===== src/rtl/toggle_burst_pkg.sv =====
// toggle_burst_pkg: shared state encoding, default widths and half-period clamp for toggle_burst_ctrl.
package toggle_burst_pkg;
  typedef enum logic [1:0] {IDLE = 2'd0, RUN = 2'd1, DONE = 2'd2} state_t;
  localparam int CNT_W_DEF = 8;
  localparam int DIV_W_DEF = 4;
  function automatic logic [31:0] clamp_hp(input logic [31:0] hp);
    return (hp == 32'd0) ? 32'd1 : hp;
  endfunction
endpackage


===== src/rtl/toggle_phase_div.sv =====
// toggle_phase_div: level-duration down-counter; o_tick marks the cycle whose edge ends the current level.
module toggle_phase_div #(
  parameter int DIV_W = 4
) (
  input  logic             clk,
  input  logic             rst,
  input  logic             i_load,
  input  logic             i_en,
  input  logic [DIV_W-1:0] i_hp,
  output logic             o_tick
);
  logic [DIV_W-1:0] r_phase;
  logic [DIV_W-1:0] r_reload;
  assign o_tick = r_phase == '0;
  always_ff @(posedge clk) begin
    if (rst) begin
      r_phase  <= '0;
      r_reload <= '0;
    end else if (i_load) begin
      r_reload <= i_hp - DIV_W'(1);
      r_phase  <= i_hp - DIV_W'(1);
    end else if (i_en) begin
      r_phase <= o_tick ? r_reload : r_phase - DIV_W'(1);
    end
  end
endmodule


===== src/rtl/toggle_burst_ctrl.sv =====
// toggle_burst_ctrl: burst sequencer driving dout through burst_len level changes of half_period cycles each.
// Define TOGGLE_BURST_CONTINUOUS_EN to make burst_len==0 run indefinitely until abort or rst.
module toggle_burst_ctrl
  import toggle_burst_pkg::*;
#(
  parameter int CNT_W = CNT_W_DEF,
  parameter int DIV_W = DIV_W_DEF
) (
  input  logic             clk,
  input  logic             rst,
  input  logic             start,
  input  logic [DIV_W-1:0] half_period,
  input  logic [CNT_W-1:0] burst_len,
  input  logic             abort,
  output logic             dout,
  output logic             busy,
  output logic             done,
  output logic [CNT_W-1:0] toggles_left
);
`ifdef TOGGLE_BURST_CONTINUOUS_EN
  localparam bit CONT = 1'b1;
`else
  localparam bit CONT = 1'b0;
`endif
  state_t           r_state;
  logic             r_dout;
  logic [CNT_W-1:0] r_rem;
  logic             w_accept;
  logic             w_run;
  logic             w_tick;
  logic [DIV_W-1:0] w_hp;
  assign w_accept = start && (r_state == IDLE || r_state == DONE);
  assign w_run    = r_state == RUN;
  assign w_hp     = DIV_W'(clamp_hp(32'(half_period)));
  toggle_phase_div #(.DIV_W(DIV_W)) u_div (
    .clk    (clk),
    .rst    (rst),
    .i_load (w_accept),
    .i_en   (w_run),
    .i_hp   (w_hp),
    .o_tick (w_tick)
  );
  // A continuous burst keeps rem at 0, so the rem==1 exit below never fires for it.
  always_ff @(posedge clk) begin
    if (rst) begin
      r_state <= IDLE;
      r_dout  <= 1'b0;
      r_rem   <= '0;
    end else if (w_accept) begin
      r_state <= (burst_len != '0 || CONT) ? RUN : DONE;
      r_dout  <= 1'b0;
      r_rem   <= burst_len;
    end else if (w_run) begin
      if (abort) begin
        r_state <= IDLE;
        r_dout  <= 1'b0;
        r_rem   <= '0;
      end else if (w_tick) begin
        r_dout <= ~r_dout;
        r_rem  <= r_rem - CNT_W'(r_rem != '0);
        if (r_rem == CNT_W'(1)) r_state <= DONE;
      end
    end else begin
      r_state <= IDLE;
    end
  end
  assign dout         = r_dout;
  assign busy         = w_run;
  assign done         = r_state == DONE;
  assign toggles_left = r_rem;
endmodule


===== config.mk =====
export PLATFORM = sky130hd
export DESIGN_NAME = toggle_burst_ctrl
export DESIGN_NICKNAME = d
export VERILOG_FILES = /design/src/rtl/toggle_burst_pkg.sv /design/src/rtl/toggle_phase_div.sv /design/src/rtl/toggle_burst_ctrl.sv
export SDC_FILE = /design/constraint.sdc
export NUM_CORES = 1
export LEC_CHECK = 0
export ABC_AREA = 1
export CAP_MARGIN = 5
export CORE_ASPECT_RATIO = 1.5
export CORE_MARGIN = 5
export CORE_UTILIZATION = 45
export DETAILED_ROUTE_END_ITERATION = 8
export DONT_BUFFER_PORTS = 1
export MAX_ROUTING_LAYER = met4
export PLACE_DENSITY_LB_ADDON = 0.05
export SLEW_MARGIN = 25
export SYNTH_ARGS = -nofsm -noshare
export SYNTH_HDL_FRONTEND = slang
export SYNTH_SLANG_ARGS = --single-unit

===== constraint.sdc =====
create_clock -name clk -period 2.1 [get_ports clk]
set_input_delay 0.105 -clock clk [delete_from_list [all_inputs] [get_ports clk]]
set_output_delay 0.105 -clock clk [all_outputs]
set_load 0.005 [all_outputs]

==> impl_metrics.csv, run 1 <==
group,metric,value,unit
outcome,run_status,"finished, final reports clean",
yosys,synth_enable_flop_cells,0,
clocking,cts-htree-levels,1,
critical_path,timing.critical_path.mode_cell,"sky130_fd_sc_hd__nand2_1",
yosys,yosys.area.top_type,"sky130_fd_sc_hd__dfxtp_1",
timing,tightestPinTransition,0.5248,ns
layout,layout.cells.most_common,"sky130_fd_sc_hd__nand2_1",
yosys,average_footprint_of_a_synthesized_cell,6.875,µm²
pwr,worst_ir_drop_vdd,0.3471,mV
pwr,swShare,0.3634,
clocking,cts_inserted_buffers,3,
yosys,largest_cells_by_area_after_synthesis,"sky130_fd_sc_hd__dfxtp_1, sky130_fd_sc_hd__nand2_1, sky130_fd_sc_hd__inv_1",
placed_design,port_buffers,0,
floorplan,floorplan.core_area,2676,µm²
detailed_routing,drt_first_pass_iters,6,
clocking,cts_root_buffer,"sky130_fd_sc_hd__clkbuf_8",
floorplan,die_width,53.06,µm
floorplan,fp-row-count,23,
layout,area_delta_synth_final,9.300,%
hold_path,holdCritPathClass,"input pin to register",
detailed_routing,totalWireLength,3227,µm
placed_design,routability_congestion_estimate_from_global_placement,0.8131,
critical_path,worst_setup_path_start_kind,"register",
critical_path,critical_path.top_delay_family,"simple AND/OR/NAND/NOR gates",
flow_run,max_cap_violations,0,
yosys,async_flop_share,0,
placed_design,numPlacedInstances,219,
layout,layout_common_cells,"sky130_fd_sc_hd__nand2_1, sky130_fd_sc_hd__inv_1, sky130_fd_sc_hd__nor2_1, sky130_fd_sc_hd__dfxtp_1",
timing,period_needed,1.889,ns
critical_path,worstPathArrival,2.08,ns
timing,fin_tns_setup,0,ns
timing,achievable-frequency,529.5,MHz
yosys,synth-seq-cells,19,
grt,number_of_antenna_violations_at_the_first_check_in_global_routing,0,
grt,grt_start_max_net_pins,16,
clocking,clock_tree_from_tritoncts,"yes",
pwr,cell_internal_pwr,0.6522,mW
yosys,syn_inst,182,
layout,final_layout_size_suffix_gt1_frac,0.1170,
floorplan,fp.dieArea,3957,µm²
timing,finClkSkew,0.01228,ns
yosys,yosysSeqAreaShare,0.3040,
yosys,dominantRegCellSynth,"sky130_fd_sc_hd__dfxtp_1",
critical_path,critical_path.cell_chain,"nor3_1 -> nand3_1 -> ha_1 -> ha_1 -> nand2_1 -> xor2_1 -> nand2_1 -> nand2_1 -> nor2_1 -> nor2_1",
critical_path,cell_with_the_biggest_individual_delay_on_the_critical_path,"sky130_fd_sc_hd__dfxtp_1",
yosys,netlist.area_leader.share,0.3040,
detailed_routing,num_vias,1194,
timing,timing.final.hold_violations,0,
pwr,power.density_cell_area,749.1,nW/µm²
grt,groute.usage.overall,0.1893,
yosys,synth_area,1251,µm²
layout,finish.cell_count_without_fillers,225,
detailed_routing,detail_routed_via_count_per_cell,5.307,
yosys,ys.warnings.count,0,
timing,slew_viol_final,0,
critical_path,worstSetupEndpointType,"register",
layout,num-nets-final,209,
timing,grt_setup_unrepaired,"false",
pwr,total_leakage_power,0.6085,nW
timing,final_min_period_over_clock_period,0.8994,
pwr,pwr-share-comb,0.334,
placed_design,dpl.hpwl,2494,µm
critical_path,worst-endpoint-required,2.29,ns
floorplan,floorplan.io_pins,27,
detailed_routing,ant_nets,0,
timing,relSlewSlack,0.6490,
critical_path,worstSetupPathType,"register to register",
timing,setup_violations,0,
clocking,clock_latency_at_the_later_pin_of_the_worst_skew_pair,0.26,ns
pwr,p_clk_frac,0.255,
detailed_routing,first_iter_violations,27,
pwr,seqPwrFrac,0.411,
yosys,syn_nets,202,
clocking,cts_max_path_bufs,2,
floorplan,floorplan.die.height,74.58,µm
grt,grt_pass1_vias,1199,
critical_path,worst_path_largest_cell_delay,0.38,ns
grt,grt_first_pass_wirelength,5299,µm
floorplan,start_util,0.4675,
clocking,path_clk_slew,0.08,ns
detailed_routing,drt_drc_violations_left,0,
clocking,cts.repair_timing.setup_buffer_count,0,
clocking,clock_sink_count,19,
critical_path,timing.critical_path.fanout_max,5,
yosys,yosys.cell_types.count,32,
layout,num_antenna_cells,0,
critical_path,critical_path_buf_inv_count,0,
pwr,total_switching_power,0.3723,mW
detailed_routing,wl_per_cell,14.34,µm
grt,overflow,0,
==> final timing paths <==
kind | end | cells after the start | from | slack [ns]
worst max-delay path | toggles_left[4]$_SDFFE_PP0P_ | 10 | toggles_left[1]$_SDFFE_PP0P_ | 0.21
worst min-delay path | toggles_left[1]$_SDFFE_PP0P_ | 2 | burst_len[1] | 0.004
worst min register to register | u_div.r_reload[0]$_SDFFE_PP0P_ | 2 | u_div.r_reload[0]$_SDFFE_PP0P_ | 0.45
worst max register to register | toggles_left[4]$_SDFFE_PP0P_ | 10 | toggles_left[1]$_SDFFE_PP0P_ | 0.21
==> metrics by stage <==
| stage | utilization | worst slack [ns] | cell area (µm²) | power [mW] | hold WS, ns |
|---|---|---|---|---|---|
| 2_1_floorplan | - | 0.4247 | 1251 | 0.6960 | 0.2007 |
| 4_1_cts | 0.5091 | 0.2170 | 1363 | 1.034 | 0.006791 |
| 5_1_grt | 0.5110 | 0.04331 | 1368 | 1.100 | 0.007436 |
| 6_report | 0.5110 | 0.2113 | 1368 | 1.024 | 0.003535 |
| 3_3_place_gp | 0.4848 | 0.2876 | 1297 | 0.7584 | 0.1773 |
| 3_5_place_dp | 0.4848 | 0.2465 | 1297 | 0.7639 | 0.1791 |
==> final cells by class <==
class | count | area [µm²]
clock buffers | 4 | 45.04
fillers | 292 | 1309
inverters | 25 | 98.84
multi-input cells | 136 | 762.0
flip-flops and latches | 19 | 380.4
well taps | 37 | 46.29
repair buffers | 4 | 35.03
==> logic make-up after synthesis <==
group	synth area share
AOI/OAI and AO/OA	0.1680
xor gates and xnor gates	0.01400
adders and majority gates	0.04000
buffers and inverters	0.09100
DFF	0.3040
and+or+nand+nor	0.3830
==> sequential cells by signal, indices dropped and copies added, names as in the netlist <==
register and count:
dout 1, r_state 2, toggles_left 8, u_div.r_phase 4, u_div.r_reload 4
==> cell usage after synthesis, types with 2 or more instances <==
| cell | instances |
|---|---|
| sky130_fd_sc_hd__nand4_1 | 4 |
| sky130_fd_sc_hd__nand2_1 | 47 |
| sky130_fd_sc_hd__o21ai_1 | 3 |
| sky130_fd_sc_hd__inv_1 | 21 |
| sky130_fd_sc_hd__nor3_1 | 2 |
| sky130_fd_sc_hd__a21oi_1 | 9 |
| sky130_fd_sc_hd__dfxtp_1 | 19 |
| sky130_fd_sc_hd__nand3_1 | 11 |
| sky130_fd_sc_hd__nor2_2 | 2 |
| sky130_fd_sc_hd__nand3_4 | 2 |
| sky130_fd_sc_hd__nand2_4 | 2 |
| sky130_fd_sc_hd__inv_2 | 2 |
| sky130_fd_sc_hd__o21bai_1 | 2 |
| sky130_fd_sc_hd__inv_4 | 2 |
| sky130_fd_sc_hd__nor2_1 | 20 |
| sky130_fd_sc_hd__a31oi_1 | 5 |
| sky130_fd_sc_hd__ha_1 | 4 |
| sky130_fd_sc_hd__o21ai_0 | 11 |
==> repair_timing <==
item	in CTS	in global routing
endpoints found under the setup margin	0	1
gates resized for setup	0	1
endpoints found under the hold margin	14	0
hold buffers	2	0
==> layer usage <==
metal / GRT usage / share of wire
met5: - / 0
met4: 0.1023 / 0.046
met3: 0.03407 / 0.067
met2: 0.3384 / 0.52
met1: 0.1895 / 0.36
==> power by group through the flow <==
stage / registers (mW) / clock network [mW] / logic, mW
final: 0.421 / 0.262 / 0.342
after detailed placement: 0.429 / 0 / 0.335
after floorplan: 0.424 / 0 / 0.272
after CTS: 0.421 / 0.270 / 0.343
after global placement: 0.428 / 0 / 0.331
after global routing: 0.425 / 0.283 / 0.392
(Power assumes the default switching activity.)
==> run 2, diff against run 1 <==
- HOLD_SLACK_MARGIN: default -> 0.1
- SYNTH_HIERARCHICAL: default -> 1
==> impl_metrics.csv, run 2 <==
group,metric,value,unit
outcome,run_status,"finished, final reports clean",
timing,final_min_period_over_clock_period,0.8667,
yosys,largest_cells_by_area_after_synthesis,"sky130_fd_sc_hd__dfxtp_1, sky130_fd_sc_hd__nand2_1, sky130_fd_sc_hd__inv_1",
placed_design,detailedPlace.worstSlack,0.3189,ns
grt,grt_start_max_net_pins,19,
timing,finClkSkew,0.005931,ns
timing,fin_tns_setup,0,ns
floorplan,floorplan.io_pins,27,
critical_path,critical_path.cell_chain,"nor2_1 -> nand2_1 -> inv_1 -> nand4_1 -> ha_1 -> ha_1 -> nand2_1 -> inv_1 -> nand2_1 -> nand2_1 -> nand3_1 -> a21oi_1",
layout,post-route-cell-area,1454,µm²
clocking,cts_max_path_bufs,2,
timing,achievable-frequency,549.5,MHz
timing,timing.final.hold_violations,0,
yosys,synthMostInstantiatedCell,"sky130_fd_sc_hd__nand2_1",
yosys,syn_inst,214,
yosys,yosysSeqAreaShare,0.2898,
floorplan,floorplan.core_area,2853,µm²
pwr,power.density_cell_area,699.4,nW/µm²
pwr,post-layout-total-power,1.017,mW
grt,grt_pass1_vias,1357,
critical_path,worstSetupEndpointType,"register",
critical_path,worst_setup_path_start_kind,"register",
placed_design,postPlaceCellArea,1339,µm²
layout,num_antenna_cells,0,
clocking,path_clk_slew,0.07,ns
timing,setup_slack,0.2800,ns
layout,area_delta_synth_final,10.77,%
yosys,synth_enable_flop_cells,0,
pwr,total_leakage_power,0.6927,nW
clocking,cts_root_buffer,"sky130_fd_sc_hd__clkbuf_8",
timing,relSlewSlack,0.4867,
yosys,synth_area,1313,µm²
critical_path,worstPathArrival,1.92,ns
clocking,clock_sink_count,19,
clocking,cts-htree-levels,1,
clocking,cts.repair_timing.setup_buffer_count,0,
yosys,average_footprint_of_a_synthesized_cell,6.133,µm²
critical_path,cell_with_the_biggest_individual_delay_on_the_critical_path,"sky130_fd_sc_hd__dfxtp_1",
hold_path,holdCritPathClass,"input pin to register",
layout,layout.filler_cells,312,
detailed_routing,detail_routed_via_count_per_cell,5.100,
layout,layout_common_cells,"sky130_fd_sc_hd__nand2_1, sky130_fd_sc_hd__inv_1, sky130_fd_sc_hd__nor2_1",
clocking,clock_tree_from_tritoncts,"yes",
placed_design,dpl.hpwl,2559,µm
yosys,synth-seq-cells,19,
grt,grt_first_pass_wirelength,5492,µm
detailed_routing,totalWireLength,3214,µm
timing,grt_setup_unrepaired,"false",
floorplan,fp-row-count,24,
layout,final_layout_size_suffix_gt1_frac,0.1136,
yosys,syn_nets,234,
grt,overflow,0,
timing,fin_hold_ws,0.1069,ns
yosys,yosys.area.top_type,"sky130_fd_sc_hd__dfxtp_1",
layout,flip_flop_count_of_the_largest_register_after_layout,8,
detailed_routing,first_iter_violations,24,
detailed_routing,drt_first_pass_iters,4,
clocking,cts_inserted_buffers,3,
yosys,yosys.cell_types.count,28,
pwr,worst_ir_drop_vdd,0.3321,mV
flow_run,max_cap_violations,0,
detailed_routing,num_vias,1321,
yosys,synthTopCellsByCount,"sky130_fd_sc_hd__nand2_1, sky130_fd_sc_hd__inv_1, sky130_fd_sc_hd__nor2_1",
critical_path,timing.critical_path.mode_cell,"sky130_fd_sc_hd__nand2_1",
floorplan,start_util,0.4601,
critical_path,worstSetupPathType,"register to register",
critical_path,worst-endpoint-required,2.20,ns
floorplan,die_width,54.10,µm
yosys,netlist.area_leader.share,0.2898,
timing,slew_viol_final,0,
detailed_routing,ant_nets,0,
detailed_routing,wl_per_cell,12.41,µm
floorplan,floorplan.die.height,76.15,µm
yosys,ys.warnings.count,6,
timing,tightestPinTransition,0.7675,ns
floorplan,fp.dieArea,4119,µm²
placed_design,port_buffers,0,
placed_design,routability_congestion_estimate_from_global_placement,0.8836,
grt,number_of_antenna_violations_at_the_first_check_in_global_routing,0,
grt,groute.usage.overall,0.1811,
detailed_routing,drt_drc_violations_left,0,
critical_path,rrSetupSlack,0.28,ns
layout,layout.cells.most_common,"sky130_fd_sc_hd__nand2_1",
critical_path,worst_path_largest_cell_delay,0.38,ns
critical_path,timing.critical_path.fanout_max,6,
yosys,dominantRegCellSynth,"sky130_fd_sc_hd__dfxtp_1",
clocking,clock_latency_at_the_later_pin_of_the_worst_skew_pair,0.26,ns
timing,period_needed,1.820,ns
layout,num-nets-final,241,
yosys,async_flop_share,0,
timing,setup_violations,0,
run 2: what timing repair did:
action	in CTS	in global routing
setup endpoints to repair	0	0
resized for setup	0	0
hold buffers	7	0
hold endpoints to repair	19	0
run 2: final cells by class:
class,count,area [µm²],area share
inverters,43,162.7,0.1119
well taps,39,48.80,0.03356
multi-input cells,146,739.5,0.5086
repair buffers,8,77.57,0.05336
flip-flops and latches,19,380.4,0.2616
clock buffers,4,45.04,0.03098
run 2: logic make-up after synthesis:
logic type	after synthesis	share of synthesized area
and+or+nand+nor	111	0.3908
xor gates and xnor gates	2	0.01335
adders and majority gates	4	0.03813
AOI/OAI and AO/OA	29	0.1211
buffers and inverters	49	0.1468
DFF	19	0.2898
run 2: final timing paths:
check	end	cells past startpoint	startpoint
setup / recovery	toggles_left[6]$_SDFFE_PP0P_	12	toggles_left[4]$_SDFFE_PP0P_
hold / removal	toggles_left[4]$_SDFFE_PP0P_	4	burst_len[4]
setup reg to reg	toggles_left[6]$_SDFFE_PP0P_	12	toggles_left[4]$_SDFFE_PP0P_
hold reg to reg	u_div/r_reload[3]$_SDFFE_PP0P_	2	u_div/r_reload[3]$_SDFFE_PP0P_
run 2: critical path, delay by kind of cell (launching register included):
| family | cells | cell delay [ns] |
|---|---|---|
| adders and majority gates | 2 | 0.46 |
| DFF | 1 | 0.38 |
| AOI/OAI and AO/OA | 1 | 0.06 |
| buffers and inverters | 2 | 0.15 |
| and+or+nand+nor | 7 | 0.62 |
run 2: power by group:
part / switching, mW / leakage, nW / internal, mW
Sequential: 0.0343 / 0.156 / 0.391
Combinational: 0.209 / 0.514 / 0.127
Clock: 0.120 / 0.0228 / 0.135
run 2: stage by stage:
step	util	std cells
floorplan	-	214
global placement	0.4693	248
detailed placement	0.4693	248
CTS	0.5096	259
global route	0.5096	259
finish	0.5096	259
run 2: metal layers:
metal / global-route usage / part of all wire
met1: 0.1695 / 0.36
met2: 0.3447 / 0.58
met3: 0.02544 / 0.052
met4: 0.06733 / 0.0068
met5: - / 0
